## src/rtl/sprite_pkg.sv

```systemverilog
// Shared definitions for the sprite compositor: configuration field codes,
// default raster size and the per-slot sprite register layout.
package sprite_pkg;

  localparam int unsigned SP_COORD_W = 10;
  localparam int unsigned SP_IDX_W   = 8;
  localparam int unsigned DEF_H_RES  = 640;
  localparam int unsigned DEF_V_RES  = 480;

  typedef enum logic [2:0] {
    FLD_X   = 3'd0,
    FLD_Y   = 3'd1,
    FLD_W   = 3'd2,
    FLD_H   = 3'd3,
    FLD_IDX = 3'd4,
    FLD_EN  = 3'd5
  } cfg_field_e;

  typedef struct packed {
    logic [SP_COORD_W-1:0] x;
    logic [SP_COORD_W-1:0] y;
    logic [SP_COORD_W-1:0] w;
    logic [SP_COORD_W-1:0] h;
    logic [SP_IDX_W-1:0]   index;
    logic                  en;
  } sprite_regs_t;

endpackage

```

## src/rtl/sprite_hit.sv

```systemverilog
// Rectangle membership test for one sprite slot. End coordinates are formed
// one bit wider so a sprite hanging off the right/bottom edge clips instead of wrapping.
module sprite_hit
  import sprite_pkg::*;
#(
  parameter int unsigned COORD_W = SP_COORD_W
) (
  input  logic [COORD_W-1:0] px,
  input  logic [COORD_W-1:0] py,
  input  logic [COORD_W-1:0] sx,
  input  logic [COORD_W-1:0] sy,
  input  logic [COORD_W-1:0] sw,
  input  logic [COORD_W-1:0] sh,
  input  logic               en,
  output logic               hit
);

  logic [COORD_W:0] x_end;
  logic [COORD_W:0] y_end;

  always_comb begin
    x_end = {1'b0, sx} + {1'b0, sw};
    y_end = {1'b0, sy} + {1'b0, sh};
    hit   = en
          && (px >= sx) && ({1'b0, px} < x_end)
          && (py >= sy) && ({1'b0, py} < y_end);
  end

endmodule

```

## src/rtl/sprite_compositor.sv

```systemverilog
// Two-stage streaming sprite overlay with double-buffered sprite registers.
// Optional per-frame collision mask enabled by defining COLLISION_DETECT_EN.
module sprite_compositor
  import sprite_pkg::*;
#(
  parameter int unsigned NUM_SPRITES = 4,
  parameter int unsigned COORD_W     = SP_COORD_W,
  parameter int unsigned IDX_W       = SP_IDX_W,
  parameter int unsigned H_RES       = DEF_H_RES,
  parameter int unsigned V_RES       = DEF_V_RES
) (
  input  logic                           clk,
  input  logic                           resetn,
  input  logic                           cfg_we,
  input  logic [$clog2(NUM_SPRITES)-1:0] cfg_sel,
  input  logic [2:0]                     cfg_field,
  input  logic [COORD_W-1:0]             cfg_wdata,
  input  logic                           in_valid,
  output logic                           in_ready,
  input  logic                           in_sof,
  input  logic [IDX_W-1:0]               in_index,
  output logic                           out_valid,
  input  logic                           out_ready,
  output logic [IDX_W-1:0]               out_index,
  output logic                           coll_valid,
  output logic [NUM_SPRITES-1:0]         coll_mask
);

  sprite_regs_t shadow_q [NUM_SPRITES];
  sprite_regs_t shadow_d [NUM_SPRITES];
  sprite_regs_t active_q [NUM_SPRITES];
  sprite_regs_t active_d [NUM_SPRITES];
  sprite_regs_t eff      [NUM_SPRITES];

  logic [COORD_W-1:0] x_q, x_d, y_q, y_d, px, py;
  logic               adv, accept, commit;
  logic [NUM_SPRITES-1:0] hit;

  logic                   s1_valid_q, s1_valid_d;
  logic [NUM_SPRITES-1:0] s1_hit_q, s1_hit_d;
  logic [IDX_W-1:0]       s1_bg_q, s1_bg_d;
  logic [IDX_W-1:0]       s1_idx_q [NUM_SPRITES];
  logic [IDX_W-1:0]       s1_idx_d [NUM_SPRITES];
  logic                   s2_valid_q, s2_valid_d;
  logic [IDX_W-1:0]       s2_index_q, s2_index_d;
  logic [IDX_W-1:0]       win_index;

  // The sof pixel is evaluated against the freshly committed shadow set.
  always_comb begin
    adv    = !s2_valid_q || out_ready;
    accept = in_valid && adv;
    commit = accept && in_sof;
    px     = in_sof ? '0 : x_q;
    py     = in_sof ? '0 : y_q;
    for (int unsigned i = 0; i < NUM_SPRITES; i++) begin
      eff[i] = in_sof ? shadow_q[i] : active_q[i];
    end
  end

  always_comb begin
    for (int unsigned i = 0; i < NUM_SPRITES; i++) begin
      shadow_d[i] = shadow_q[i];
      active_d[i] = commit ? shadow_q[i] : active_q[i];
      if (cfg_we && (32'(cfg_sel) == i)) begin
        case (cfg_field_e'(cfg_field))
          FLD_X:   shadow_d[i].x     = cfg_wdata;
          FLD_Y:   shadow_d[i].y     = cfg_wdata;
          FLD_W:   shadow_d[i].w     = cfg_wdata;
          FLD_H:   shadow_d[i].h     = cfg_wdata;
          FLD_IDX: shadow_d[i].index = cfg_wdata[IDX_W-1:0];
          FLD_EN:  shadow_d[i].en    = cfg_wdata[0];
          default: ;
        endcase
      end
    end
  end

  always_comb begin
    x_d = x_q;
    y_d = y_q;
    if (accept) begin
      if (px == COORD_W'(H_RES - 1)) begin
        x_d = '0;
        y_d = (py == COORD_W'(V_RES - 1)) ? '0 : py + COORD_W'(1);
      end else begin
        x_d = px + COORD_W'(1);
        y_d = py;
      end
    end
  end

  for (genvar g = 0; g < NUM_SPRITES; g++) begin : g_hit
    sprite_hit #(.COORD_W(COORD_W)) u_hit (
      .px  (px),
      .py  (py),
      .sx  (eff[g].x),
      .sy  (eff[g].y),
      .sw  (eff[g].w),
      .sh  (eff[g].h),
      .en  (eff[g].en),
      .hit (hit[g])
    );
  end

  // Slot palette indices travel with the pixel so a commit cannot retint
  // the previous frame's last pixel still sitting in stage 1.
  always_comb begin
    win_index = s1_bg_q;
    for (int unsigned k = 0; k < NUM_SPRITES; k++) begin
      if (s1_hit_q[NUM_SPRITES-1-k]) win_index = s1_idx_q[NUM_SPRITES-1-k];
    end
  end

  always_comb begin
    s1_valid_d = s1_valid_q;
    s1_hit_d   = s1_hit_q;
    s1_bg_d    = s1_bg_q;
    for (int unsigned i = 0; i < NUM_SPRITES; i++) s1_idx_d[i] = s1_idx_q[i];
    s2_valid_d = s2_valid_q;
    s2_index_d = s2_index_q;
    if (adv) begin
      s1_valid_d = accept;
      s2_valid_d = s1_valid_q;
      if (accept) begin
        s1_hit_d = hit;
        s1_bg_d  = in_index;
        for (int unsigned i = 0; i < NUM_SPRITES; i++) s1_idx_d[i] = eff[i].index;
      end
      if (s1_valid_q) s2_index_d = win_index;
    end
  end

  always_ff @(posedge clk or negedge resetn) begin
    if (!resetn) begin
      for (int unsigned i = 0; i < NUM_SPRITES; i++) begin
        shadow_q[i] <= '0;
        active_q[i] <= '0;
        s1_idx_q[i] <= '0;
      end
      x_q        <= '0;
      y_q        <= '0;
      s1_valid_q <= 1'b0;
      s1_hit_q   <= '0;
      s1_bg_q    <= '0;
      s2_valid_q <= 1'b0;
      s2_index_q <= '0;
    end else begin
      for (int unsigned i = 0; i < NUM_SPRITES; i++) begin
        shadow_q[i] <= shadow_d[i];
        active_q[i] <= active_d[i];
        s1_idx_q[i] <= s1_idx_d[i];
      end
      x_q        <= x_d;
      y_q        <= y_d;
      s1_valid_q <= s1_valid_d;
      s1_hit_q   <= s1_hit_d;
      s1_bg_q    <= s1_bg_d;
      s2_valid_q <= s2_valid_d;
      s2_index_q <= s2_index_d;
    end
  end

  assign in_ready  = adv;
  assign out_valid = s2_valid_q;
  assign out_index = s2_index_q;

`ifdef COLLISION_DETECT_EN
  logic [NUM_SPRITES-1:0] acc_q, acc_d, coll_mask_q, coll_mask_d, contrib;
  logic                   coll_valid_q, coll_valid_d, s1_sof_q, s1_sof_d, move;

  // A slot contributes only when at least one other slot hits the same pixel.
  always_comb begin
    move         = adv && s1_valid_q;
    contrib      = (|(s1_hit_q & (s1_hit_q - NUM_SPRITES'(1)))) ? s1_hit_q : '0;
    s1_sof_d     = accept ? in_sof : s1_sof_q;
    acc_d        = acc_q;
    coll_mask_d  = coll_mask_q;
    coll_valid_d = 1'b0;
    if (move) begin
      if (s1_sof_q) begin
        coll_mask_d  = acc_q;
        coll_valid_d = 1'b1;
        acc_d        = contrib;
      end else begin
        acc_d = acc_q | contrib;
      end
    end
  end

  always_ff @(posedge clk or negedge resetn) begin
    if (!resetn) begin
      acc_q        <= '0;
      coll_mask_q  <= '0;
      coll_valid_q <= 1'b0;
      s1_sof_q     <= 1'b0;
    end else begin
      acc_q        <= acc_d;
      coll_mask_q  <= coll_mask_d;
      coll_valid_q <= coll_valid_d;
      s1_sof_q     <= s1_sof_d;
    end
  end

  assign coll_valid = coll_valid_q;
  assign coll_mask  = coll_mask_q;
`else
  assign coll_valid = 1'b0;
  assign coll_mask  = '0;
`endif

endmodule
```

## config.mk

```make
export PLATFORM = sky130hd
export DESIGN_NAME = sprite_compositor
export DESIGN_NICKNAME = d
export VERILOG_FILES = /design/src/rtl/sprite_pkg.sv /design/src/rtl/sprite_hit.sv /design/src/rtl/sprite_compositor.sv
export SDC_FILE = /design/constraint.sdc
export NUM_CORES = 1
export LEC_CHECK = 0
export BUFFER_PORTS_ARGS = -buffer_cell sky130_fd_sc_hd__buf_2
export CORE_MARGIN = 2
export CORE_UTILIZATION = 40
export DETAILED_ROUTE_END_ITERATION = 10
export PLACE_DENSITY = 0.51
export SLEW_MARGIN = 5
export SYNTH_ARGS = -nofsm -noshare
export SYNTH_HDL_FRONTEND = slang
export SYNTH_HIERARCHICAL = 1
export SYNTH_SLANG_ARGS = --single-unit
```

## constraint.sdc

```tcl
create_clock -name clk -period 9.1 [get_ports clk]
set_input_delay 0.91 -clock clk [delete_from_list [all_inputs] [get_ports clk]]
set_output_delay 0.91 -clock clk [all_outputs]
set_load 0.02 [all_outputs]
```

; Word level (Yosys, flattened, before mapping)
; Cells that the tools add are included.
[totals]
word_cells = 160
out_inout_bits = 15
inputBits = 29
register_bits = 466
[op_classes]
n_reduce_logical = 52
n_addsub = 10
order_cmp = 16
eq_ne = 10
mux = 13
[op_table]
columns = op, count
row1 = 49-bit 2-to-1 mux, 4
row2 = 10-bit by 10-bit adder with 11-bit output, 8
row3 = 10-bit by 11-bit < comparator with 1-bit output, 8
row4 = 10-bit >= comparator, 8
row5 = 2-bit AND reduction, 26
row6 = 10-bit 2-to-1 mux, 5
row7 = 8-bit 2-to-1 mux, 4
row8 = 1-bit logical AND, 22
row9 = "10-bit by 1-bit adder with 10-bit output, second input constant", 2
row10 = "10-bit equality test, second input constant", 1
row11 = "10-bit by 9-bit equality test with 1-bit output, second input constant", 1
row12 = "3-bit by 2-bit equality test with 1-bit output, second input constant", 2
row13 = "3-bit equality test, second input constant", 2
row14 = "2-bit equality test, second input constant", 2
row15 = "3-bit by 1-bit equality test with 1-bit output, second input constant", 1
row16 = 3-bit zero test, 1
row17 = "2-bit by 1-bit equality test with 1-bit output, second input constant", 1
row18 = 2-bit zero test, 1
row19 = 1-bit zero test, 1
row20 = 1-bit logical OR, 1

; Longest topological paths before layout
[logic_depth]
word_depth = 6
ltp_mapped = 21

; Modules after synthesis
; Netlist, hierarchy kept.
[by_module_without_submodules]
columns = module, area_per_inst_um2, cells_each, n_inst
row1 = sprite_compositor, 20573.5, 1490, 1
row2 = sprite_hit (g_hit[0].u_hit ...), 1679.1, 219, 2
row3 = sprite_hit (g_hit[2].u_hit ...), 1631.6, 204, 2

; Worst setup path after synthesis
; Ideal clock, no wire load.
[synth_path]
path_type = input -> register
from = in in_sof
to = reg s1_hit_q[2]
setup_time_ps = 65
t_arrival_ps = 4690
path_stages = 21
setup_slack_ps = 4345
path_buffers = 4
path_cell_list = buf_2 buf_2 clkbuf_1 buf_2 mux2_2 ha_1 fa_1 a211oi_1 nor2_1 o21a_1 nor2_1 xor2_1 ha_1 a21oi_1 o21a_1 o21ai_1 a221o_1 o211a_1 a211oi_2 nand2_1 nand2_1
[synth_lines]
columns = element, line
row1 = start: declaration, sprite_compositor.sv:20  ; input logic in_sof,
row2 = end signal: assignment, sprite_compositor.sv:156  ; s1_hit_q <= s1_hit_d;
row3 = end: declaration, sprite_compositor.sv:40  ; logic [NUM_SPRITES-1:0] s1_hit_q, s1_hit_d;

==> metrics.txt <==
htree depth 2; Data arrival, critical path 5.58 ns; count of cell types in the netlist 81; Max IR drop VDD 130 uV; Net Sw Power 2440 uW; TNS Setup 0 ns; Port-buffer cells 38; largest net degree at the start of global routing 154; worst skew pair latency 0.61 ns; Post-Syn Area 27200 sq um; total power 7610 uW; vias in the first global route 18600; Post-synth top cells mux2_2, dfrtp_1, ha_1; number of setup buffers added after CTS 0; Hold Slack 0.368 ns; Final Hold Fails 0; 1st-iter DRT viols 874; dpl ws 3.37 ns; Synth top area share 42.9%; Final WS setup 4.03 ns; Final min period 5.07 ns; Post-synth EDFFs 0; internal power 5170 uW; clock network power share 29.9%; Ports 44; die height 265 um; DR WL/cell 20.5 um; Synth async-reset ratio 100%; fin crit share 55.7%; count leader, synth mux2_2; crit path cell chain buf_8, buf_4, mux2_2, ha_1, fa_1, nand2_1, a21oi_1, o21a_1, nor2_1, o21ai_0, xnor2_1, ha_1, o21ai_0, a2111oi_0, nand3_1, a21oi_1, nor4_1, nand2_1, nand2_1; die width 265 um; post-detail-place hpwl 43.7 mm; CP top delay family compound AO/OA/AOI/OAI gates; synthesized area per cell 11.6 sq um; combinational cell fraction of total power 32.7%; WP buf/inv 2; crit end category flop; hold buffers post-CTS 0; yosys warns 6; initial core utilization 40.4%; post-synthesis sequential area ratio 42.9%; CP max stage delay 0.67 ns; unrepaired setup endpoints after global routing no; status finished, final reports clean; Area growth, synth to finish 11.1%; Clk pin slew, worst setup/hold paths 0.06 ns; FP Rows 95; CP startpoint kind input port; Lkg Pwr 0.0142 uW; Post-CTS Resized 0; die area 70100 sq um; vias per cell 5.43; Seq cells post-synth 466; Routed Wire Length 67.5 mm; Fill cells 6311; grt total ovfl 0; Top FF cell, synth dfrtp_1; core area 67300 sq um; Max-cap violations 0; initial antenna violation count 8; gp weighted congestion 0.796; f_max 0.197 GHz; Hold Path Class in -> async; fraction of final layout cells sized beyond drive strength 1 31.1%; Critical Path Slowest Stage Cell buf_4; CP required 9.61 ns; switching share of power 32.1%; Clock Tree Buf Depth 3; setup violators final 0; slew of the pin with the lowest slew margin 0.996 ns; root buf cell clkbuf_16; fin. max-slew vios 0; worst clock skew 0.0205 ns; Mapped Cells 2336; Nets 2640; vias 17800; crit path max fanout 88; critical path's most frequent cell nand2_1; leading area contributor after synthesis dfrtp_1; Max-Slew Margin vs Limit 33.4%; Residual DRC 0; Seq pwr share 37.5%; TritonRoute pass-1 iters 5; first-pass GRT wire length 107 mm; CTS tree yes; top post-synthesis cells by area dfrtp_1, mux2_2, ha_1, nand2_1, mux2i_1; Routed Antenna Nets 0; CTS buffer count 54; gr usage total 19.6%; FF-to-FF path depth 17; CP Class in -> reg; clock sinks 466; pwr/cell area 252 nW/um^2; stages on the worst setup path 19
## cell type report
cell class	count	area, sq um	area share (%)
tap	873	1090	3.61
multi-input combinational	1669	14700	48.7
timing repair buffer	69	468	1.55
inverter	109	409	1.35
sequential	466	11700	38.6
clock buffer	69	1510	4.99
clock inverter	28	353	1.17
antenna	6	15.0	0.0497
## kinds of logic (layout without fill, tap and decap cells)
family / after synthesis / in the layout / share of synthesized area (%)
xor+xnor: 61 / 61 / 1.96
buf+inv: 205 / 275 / 3.12
compound gates: 349 / 349 / 8.33
other cells: 1 / 11 / 0.0138
simple gates: 406 / 406 / 7.47
mux: 606 / 606 / 24.9
flops: 466 / 466 / 42.9
fa+ha+maj: 242 / 242 / 11.4
## metrics by stage
stage          cells  area (sq um)  utilization [%]
2_1_floorplan   2340         27200                -
3_3_place_gp    3186         28300             42.1
3_5_place_dp    3186         28300             42.1
4_1_cts         3283         30200             44.9
5_1_grt         3285         30200             44.9
6_report        3289         30200             44.9
## state kept, by name (all words and copies together) (netlist names)
| name | count |
|---|---|
| active_q | 196 |
| shadow_q | 196 |
| s1_idx_q | 32 |
| x_q | 10 |
| y_q | 10 |
| out_index | 8 |
| s1_bg_q | 8 |
| s1_hit_q | 4 |
| out_valid | 1 |
| s1_valid_q | 1 |
## power groups by stage
stage / Clock, uW / Sequential, uW / Combinational, uW
global route: 2420 / 2920 / 2820
global placement: 0 / 2860 / 2420
finish: 2270 / 2850 / 2490
detailed placement: 0 / 2890 / 2490
CTS: 2340 / 2850 / 2510
floorplan: 0 / 2810 / 1930
## worst paths after layout
path                              start       endpoint  slack (ns)
max in group asynchronous        resetn  shadow_q[178]        7.16
hold reg to reg              s1_bg_q[5]     s1_bg_q[5]        0.48
setup / recovery                 in_sof    s1_hit_q[1]        4.03
hold / removal                   resetn  shadow_q[121]        0.37
setup reg to reg           shadow_q[88]    s1_hit_q[2]        5.34
min in group clk             s1_bg_q[5]     s1_bg_q[5]        0.48
## routing by layer
layer	up-vias	track usage, %	routed length, um
met1	8980	26.8	32300
met4	8	4.72	1340
li1	8533	-	-
met2	235	32.5	31400
met3	88	3.11	2460
met5	-	0	60
## placed cells by master, fill, tap and decap left out, types with 6 or more instances in the layout
cell type	n
a2111oi_0	12
a211o_1	6
a21o_1	17
a21oi_1	77
a31oi_1	16
and3_1	6
buf_2	36
buf_4	29
bufinv_16	7
clkbuf_16	54
clkbuf_8	10
clkinv_2	12
dfrtp_1	466
diode_2	6
fa_1	8
ha_1	234
inv_1	109
mux2_1	7
mux2_2	549
mux2i_1	50
nand2_1	159
nand2b_1	23
nand3_1	36
nand4_1	15
nor2_1	63
nor2b_1	22
nor3_1	24
nor4_1	11
o211ai_1	16
o21a_1	26
o21ai_0	100
o21ai_1	8
o21bai_1	11
xnor2_1	29
xor2_1	32
Power figures use the tool's default switching activity.
